$ cat src/rtl/fetch_unit_pkg.sv
// Shared constants and types for the instruction-fetch stage.
package fetch_unit_pkg;

  localparam int unsigned PC_W        = 16;
  localparam logic [15:0] NOP_INSTR   = 16'h0800;
  localparam logic [4:0]  HALT_OPCODE = 5'b00000;

  typedef enum logic [1:0] {
    FETCH  = 2'd0,
    HOLD   = 2'd1,
    HALTED = 2'd2
  } fetch_state_t;

  function automatic logic is_halt(input logic [15:0] instr);
    return instr[15:11] == HALT_OPCODE;
  endfunction

endpackage

$ cat src/rtl/fetch_unit_pc_reg.sv
// Generic enable register with synchronous active-high reset; holds the fetch PC.
module fetch_unit_pc_reg #(
  parameter int unsigned       WIDTH     = 16,
  parameter logic [WIDTH-1:0]  RESET_VAL = '0
) (
  input  logic             clk,
  input  logic             rst,
  input  logic             en,
  input  logic [WIDTH-1:0] d,
  output logic [WIDTH-1:0] q
);

  always_ff @(posedge clk) begin
    if (rst)     q <= RESET_VAL;
    else if (en) q <= d;
  end

endmodule

$ cat src/rtl/fetch_unit.sv
// Instruction-fetch stage: owns the PC, drives the multi-cycle imem, buffers a
// fetched word across stalls, applies redirects and stops on HALT.
module fetch_unit
  import fetch_unit_pkg::*;
#(
  parameter logic [15:0] RESET_PC  = 16'h0000,
  parameter logic [15:0] NOP_INSTR = fetch_unit_pkg::NOP_INSTR
) (
  input  logic        clk,
  input  logic        rst,
  input  logic        stall,
  input  logic        redirect,
  input  logic [15:0] redirect_pc,
  output logic        imem_rd,
  output logic [15:0] imem_addr,
  input  logic [15:0] imem_data,
  input  logic        imem_done,
  output logic [15:0] instruction,
  output logic [15:0] currPC,
  output logic [15:0] pc_plus_2,
  output logic        instr_valid,
  output logic        halted
);

  fetch_state_t state;
  logic [PC_W-1:0] pc;
  logic [PC_W-1:0] pc_inc;
  logic [PC_W-1:0] pc_next;
  logic [15:0]     buf_instr;
  logic [15:0]     word;
  logic            halted_q;
  logic            deliver;
  logic            advance;
  logic            pc_en;

  // A word is delivered when it leaves toward decode this cycle; a delivered
  // HALT freezes the PC instead of advancing it.
  always_comb begin
    pc_inc  = pc + 16'd2;
    word    = (state == HOLD) ? buf_instr : imem_data;
    deliver = !redirect && !stall &&
              (((state == FETCH) && imem_done) || (state == HOLD));
    advance = deliver && !is_halt(word);
    pc_en   = advance || redirect;
    pc_next = redirect ? redirect_pc : pc_inc;
  end

  fetch_unit_pc_reg #(
    .WIDTH     (PC_W),
    .RESET_VAL (RESET_PC)
  ) u_pc_reg (
    .clk (clk),
    .rst (rst),
    .en  (pc_en),
    .d   (pc_next),
    .q   (pc)
  );

  always_ff @(posedge clk) begin
    if (rst) begin
      state     <= FETCH;
      buf_instr <= NOP_INSTR;
      halted_q  <= 1'b0;
    end else if (redirect) begin
      state     <= FETCH;
      buf_instr <= NOP_INSTR;
      halted_q  <= 1'b0;
    end else begin
      case (state)
        FETCH: begin
          if (imem_done) begin
            if (stall) begin
              buf_instr <= imem_data;
              state     <= HOLD;
            end else if (is_halt(imem_data)) begin
              state    <= HALTED;
              halted_q <= 1'b1;
            end
          end
        end
        HOLD: begin
          if (!stall) begin
            if (is_halt(buf_instr)) begin
              state    <= HALTED;
              halted_q <= 1'b1;
            end else begin
              state <= FETCH;
            end
          end
        end
        HALTED: ;
        default: state <= FETCH;
      endcase
    end
  end

  // Redirect flushes the current cycle and drops imem_rd to abort the access.
  always_comb begin
    imem_rd     = 1'b0;
    instruction = NOP_INSTR;
    instr_valid = 1'b0;
    if (!redirect) begin
      case (state)
        FETCH: begin
          imem_rd = 1'b1;
          if (imem_done) begin
            instruction = imem_data;
            instr_valid = 1'b1;
          end
        end
        HOLD: begin
          instruction = buf_instr;
          instr_valid = 1'b1;
        end
        default: ;
      endcase
    end
  end

  assign imem_addr = pc;
  assign currPC    = pc;
  assign pc_plus_2 = pc_inc;
  assign halted    = halted_q;

endmodule

$ cat config.mk
export PLATFORM = sky130hd
export DESIGN_NAME = fetch_unit
export DESIGN_NICKNAME = d
export VERILOG_FILES = /design/src/rtl/fetch_unit_pkg.sv /design/src/rtl/fetch_unit_pc_reg.sv /design/src/rtl/fetch_unit.sv
export SDC_FILE = /design/constraint.sdc
export NUM_CORES = 1
export LEC_CHECK = 0
export BUFFER_PORTS_ARGS = -buffer_cell sky130_fd_sc_hd__buf_2
export CORE_MARGIN = 1
export CORE_UTILIZATION = 40
export CTS_CLUSTER_DIAMETER = 30
export CTS_CLUSTER_SIZE = 25
export DETAILED_ROUTE_END_ITERATION = 8
export MAX_ROUTING_LAYER = met4
export PLACE_DENSITY = 0.72
export SLEW_MARGIN = 20
export SYNTH_ARGS = -nofsm -noshare
export SYNTH_HDL_FRONTEND = slang
export SYNTH_SLANG_ARGS = --single-unit
$ cat constraint.sdc
create_clock -name clk -period 3.1 [get_ports clk]
set_clock_uncertainty 0.15 [all_clocks]
set_input_delay 0.31 -clock clk [delete_from_list [all_inputs] [get_ports clk]]
set_output_delay 0.31 -clock clk [all_outputs]
set_load 0.01 [all_outputs]
# [Word-level counts from Yosys, hierarchy flattened]
# Index checks and enable logic that the tools add are counted.
[totals] input_bits=37 reg_bits=35 output_inout_bits=67
[op_classes] n_mux=22 n_reduce_logical=18 eq_ne=8 bitwise_logic=1 add_sub_neg=1
[op_table] op="$mux 16" count=4
[op_table] op="$pmux 16 s2" count=1
[op_table] op="$add 16x2->16 const B" count=1
[op_table] op="$logic_not 5->1" count=3
[op_table] op="$mux 2" count=5
[op_table] op="$mux 1" count=9
[op_table] op="$ne 2x2->1 const B" count=3
[op_table] op="$pmux 2 s3" count=1
[op_table] op="$reduce_and 6->1" count=1
[op_table] op="$logic_and 1x1->1" count=4
[op_table] op="$ne 2x1->1 const B" count=2
[op_table] op="$pmux 1 s2" count=2
[op_table] op="$reduce_and 4->1" count=1
[op_table] op="$logic_not 1->1" count=3
[op_table] op="$ne 3x2->1 const B" count=1
[op_table] op="$reduce_and 3->1" count=1
[op_table] op="$eq 2x1->1 const B" count=1
[op_table] op="$eq 2x2->1 const B" count=1
[op_table] op="$logic_not 2->1" count=1
[op_table] op="$logic_or 1x1->1" count=2
[op_table] op="$reduce_bool 2->1" count=1
[op_table] op="$reduce_or 2->1" count=1
[op_table] op="$not 1->1" count=1

# [Longest topological paths before layout]
[logic_depth] word_depth=6 ltp_mapped=6

# [Cells and area by module]
# Synthesis repeated with hierarchy kept, for this count alone.
[unflattened] cells_unflattened=281 hier_area_um2=2227.1
[by_module_without_submodules] module="fetch_unit" cells_each=229 area_per_inst_um2=1646.6 n_inst=1 seq_area_each_um2=380.4
[by_module_without_submodules] module="fetch_unit_pc_reg" cells_each=52 area_per_inst_um2=580.6 n_inst=1 seq_area_each_um2=320.3

# [Worst setup path before layout]
# OpenSTA, ideal clock, no wires.
[synth_path] path_kind="reg2reg" start="register u_pc_reg.q[1]" end="register u_pc_reg.q[15]" setup_ns=0.127 path_slack_ns=0.971 stages_incl_launch_ff=6 path_buffers=0 t_required_ns=2.823 arrival_time_ns=1.852 path_cell_list="dfxtp_1 > ha_1 > nand3_1 > nor4_1 > o21ai_0 > or3b_1"
[synth_via] elab_chain_len=2
[synth_lines] item="start: declaration" line="fetch_unit_pc_reg.sv:10" rtl="output logic [WIDTH-1:0] q"
[synth_lines] item="start signal: assignment" line="fetch_unit_pc_reg.sv:14" rtl="if (rst) q <= RESET_VAL;"
[synth_lines] item="start signal: assignment" line="fetch_unit_pc_reg.sv:15" rtl="else if (en) q <= d;"
[synth_lines] item="$add 16x2->16" line="fetch_unit.sv:39" rtl="pc_inc = pc + 16'd2;"
[synth_lines] item="$mux 16" line="fetch_unit.sv:45" rtl="pc_next = redirect ? redirect_pc : pc_inc;"
# Every way passes these cells.
# A chain may end at the register's enable or synchronous reset.

# [Worst setup path after layout]
[layout_path] start="register u_pc_reg.q[1]" end="output port pc_plus_2[15]"
[layout_via] elab_chain_len=1
[layout_lines] item="$add 16x2->16" line="fetch_unit.sv:39"
[layout_lines] item="end: declaration" line="fetch_unit.sv:20" rtl="output logic [15:0] pc_plus_2,"
# Every way passes these cells.

==> results.txt <==
CTS HTree Levels - 2
post-synth top area share - 28.1%
post-synthesis xor/xnor area fraction - 4.56%
DP Area - 2890 sq um
drt total wl - 6870 um
reg2reg start - state[0]$_SDFFE_PP0P_
end of the worst register-to-register path - buf_instr[15]$_SDFFE_PP0P_
setup slack, reg-to-reg - 0.73 ns
Register-to-Register Path Depth - 5
Max Fclk - 0.380 GHz
most frequent cells in the layout - 103 x buf_2, 52 x nand2_1, 39 x a21oi_1
die width - 81.0 um
drt drc - 0
via count - 2,717
non-filler instance count after layout - 491
Setup Viol. Count Final - 0
min-delay worst type - input pin to flop
worst setup slack after layout - 0.471 ns
clock-pin slew on the worst setup and hold paths - 0.07 ns
vias in the first global route - 2,342
relative slew slack - 51.8%
die area - 6560 sq um
crit-path max cell delay - 0.62 ns
leakage - 1.36 nW
# nets final - 453
CP Cell Sequence - ha_1 > nand3_1 > nor4_1 > xor2_1 > buf_2
post-synthesis compound-gate area fraction - 21.5%
arrival time at the worst endpoint - 2.17 ns
Final HPWL DP - 4880 um
CTS buffer count - 5
CP Buf/Inv Count - 1
Max Slew Vio Count - 0
CTS tree - done
Post-Synthesis Net Count - 381
layout cells sized above 1 - 31.7%
dpl ws - 0.728 ns
Hold Crit Start - redirect_pc[0]
asr flop ratio synth - 0%
DRT Pass-1 Iters - 4
port buffer count - 103
first-pass GRT wire length - 11,000 um
clock net sink count - 35
Synth Area in Simple Gates - 33.7%
std cell rows - 28
hold depth - 3
fin crit period - 2.63 ns
CP required - 2.64 ns
hold path endpoint - u_pc_reg.q[0]$_SDFFE_PP0P_
routed len/inst - 14.0 um
delay-heaviest family, CP - simple AND/OR/NAND/NOR gates
largest net degree at the start of global routing - 39
Final Instance Area - 3010 sq um
leading cell type in the layout, fill and taps excluded - buf_2
largest area contributor in the synthesized netlist - dfxtp_1
CP endpoint kind - primary output
io pins - 104
Synth Instances - 343
Die H - 81.0 um
Syn. warnings - 0
status - complete, no violations
initial antenna violation count - 0
part of the cycle the worst path needs - 84.8%
# fillers - 615
Area growth, synth to finish - 20.6%
max cap viols - 0
mux cell area share after synthesis - 0.401%
Max clock buf depth - 2
number of synthesized register bits - 35
Crit Path Max Fanout - 7
Syn Area/Cell - 7.28 sq um
main area contributors after synthesis - dfxtp_1 28%, a21oi_1 7.8%, nand2_1 7.8%
post-synthesis sequential area ratio - 28.1%
Post-synth EDFFs - 0
Final Util - 50.5%
worst IR drop on VDD - 0.251 mV
core area - 5960 sq um
adder-cell share of the synthesized area - 0.501%
post-DR vias/cell - 5.53
Root Driver - clkbuf_8
routability congestion estimate from global placement - 0.809
Slew @ Worst Pin - 0.719 ns
Mapped Area - 2500 sq um
final hold vios - 0
Pwr Density - 400 nW/um^2
critical path's slowest cell - nor4_1
Post-CTS Hold Fix Bufs - 0
Fin Setup TNS - 0 ns
Netlist cell types - 49
cell total after placement - 483
Setup Buffers After CTS - 0
largest family of logic cells by synthesized area - simple AND/OR/NAND/NOR gates
CP Class - flop to primary output
post-cts resize count - 0
total track usage - 21.9%
post-route ant nets - 0
Post-synth top flop - dfxtp_1
RSZ-0062 raised after global routing - false
grt ovf - 0
Startpoint Class - flop
initial core utilization - 41.9%
antenna cells - 0
Worst-Skew Late Latency - 0.29 ns
Iter 0 DRT Violations - 231
registers in the layout, summed over array words and instances (netlist names):
register,cells
halted,1
state,2
buf_instr,16
u_pc_reg.q,16
synthesized netlist by cell type (all sizes together) (5+ instances only):
cell / n
inv: 6
and3: 12
o21ai: 5
o211ai: 7
nand3: 25
dfxtp: 35
nor3: 9
nor2: 34
a21oi: 40
clkbuf: 18
nor3b: 8
or3: 6
buf: 25
xnor2: 10
a211o: 5
nand2: 52
report_power, final:
part           switching [mW]  internal [mW]  total (mW)
Sequential             0.0339          0.472       0.506
Clock                   0.170          0.260       0.430
Combinational           0.154          0.114       0.268
Total                   0.358          0.846        1.20
how the worst max path moves through the flow:
| stage | from | depth (start not counted) | endpoint | slack (ns) |
|---|---|---|---|---|
| 2_1_floorplan | u_pc_reg.q[1]$_SDFFE_PP0P_ | 5 | u_pc_reg.q[15]$_SDFFE_PP0P_ | 0.97 |
| 3_3_place_gp | imem_done | 5 | u_pc_reg.q[4]$_SDFFE_PP0P_ | 0.83 |
| 3_5_place_dp | imem_done | 5 | u_pc_reg.q[4]$_SDFFE_PP0P_ | 0.73 |
| 4_1_cts | u_pc_reg.q[1]$_SDFFE_PP0P_ | 5 | pc_plus_2[15] | 0.47 |
| 5_1_grt | u_pc_reg.q[1]$_SDFFE_PP0P_ | 5 | pc_plus_2[15] | 0.28 |
| 6_report | u_pc_reg.q[1]$_SDFFE_PP0P_ | 5 | pc_plus_2[15] | 0.47 |
through the flow:
stage | power [mW] | hold slack (ns)
global route | 1.27 | 0.110
floorplan | 0.696 | 0.284
detailed placement | 0.785 | 0.297
global placement | 0.778 | 0.292
finish | 1.20 | 0.105
CTS | 1.21 | 0.109
tightest hold or removal path: cells and delay by family:
| family | cells | cell delay [ns] |
|---|---|---|
| buffers and inverters | 1 | 0.07 |
| multiplexers | 1 | 0.05 |
| AND/OR/NAND/NOR | 1 | 0.07 |
logic make-up (layout without fill, tap and decap cells):
group | Yosys count | in the layout
fa+ha+maj | 1 | 1
compound gates | 75 | 75
xor+xnor | 13 | 13
mux | 1 | 1
buf+inv | 51 | 124
flops | 35 | 35
simple gates | 167 | 167
metal layers:
metal | GRT usage, % | up-vias | share of wire (%)
met2 | 35.8 | 81 | 50
met5 | - | - | 0
met4 | 6.07 | 0 | 1.4
met3 | 3.82 | 10 | 4.9
met1 | 27.6 | 1284 | 44
li1 | - | 1342 | -
final cells by class:
| class | count | area (sq um) | area share, % |
|---|---|---|---|
| clock buffers | 6 | 82.6 | 2.74 |
| clock inverters | 2 | 35.0 | 1.16 |
| inverters | 8 | 30.0 | 0.998 |
| multi-input cells | 257 | 1520 | 50.3 |
| flip-flops and latches | 35 | 701 | 23.3 |
| well taps | 75 | 93.8 | 3.12 |
| repair buffers | 108 | 553 | 18.4 |
No activity file was read; power rests on OpenSTA's default activity.
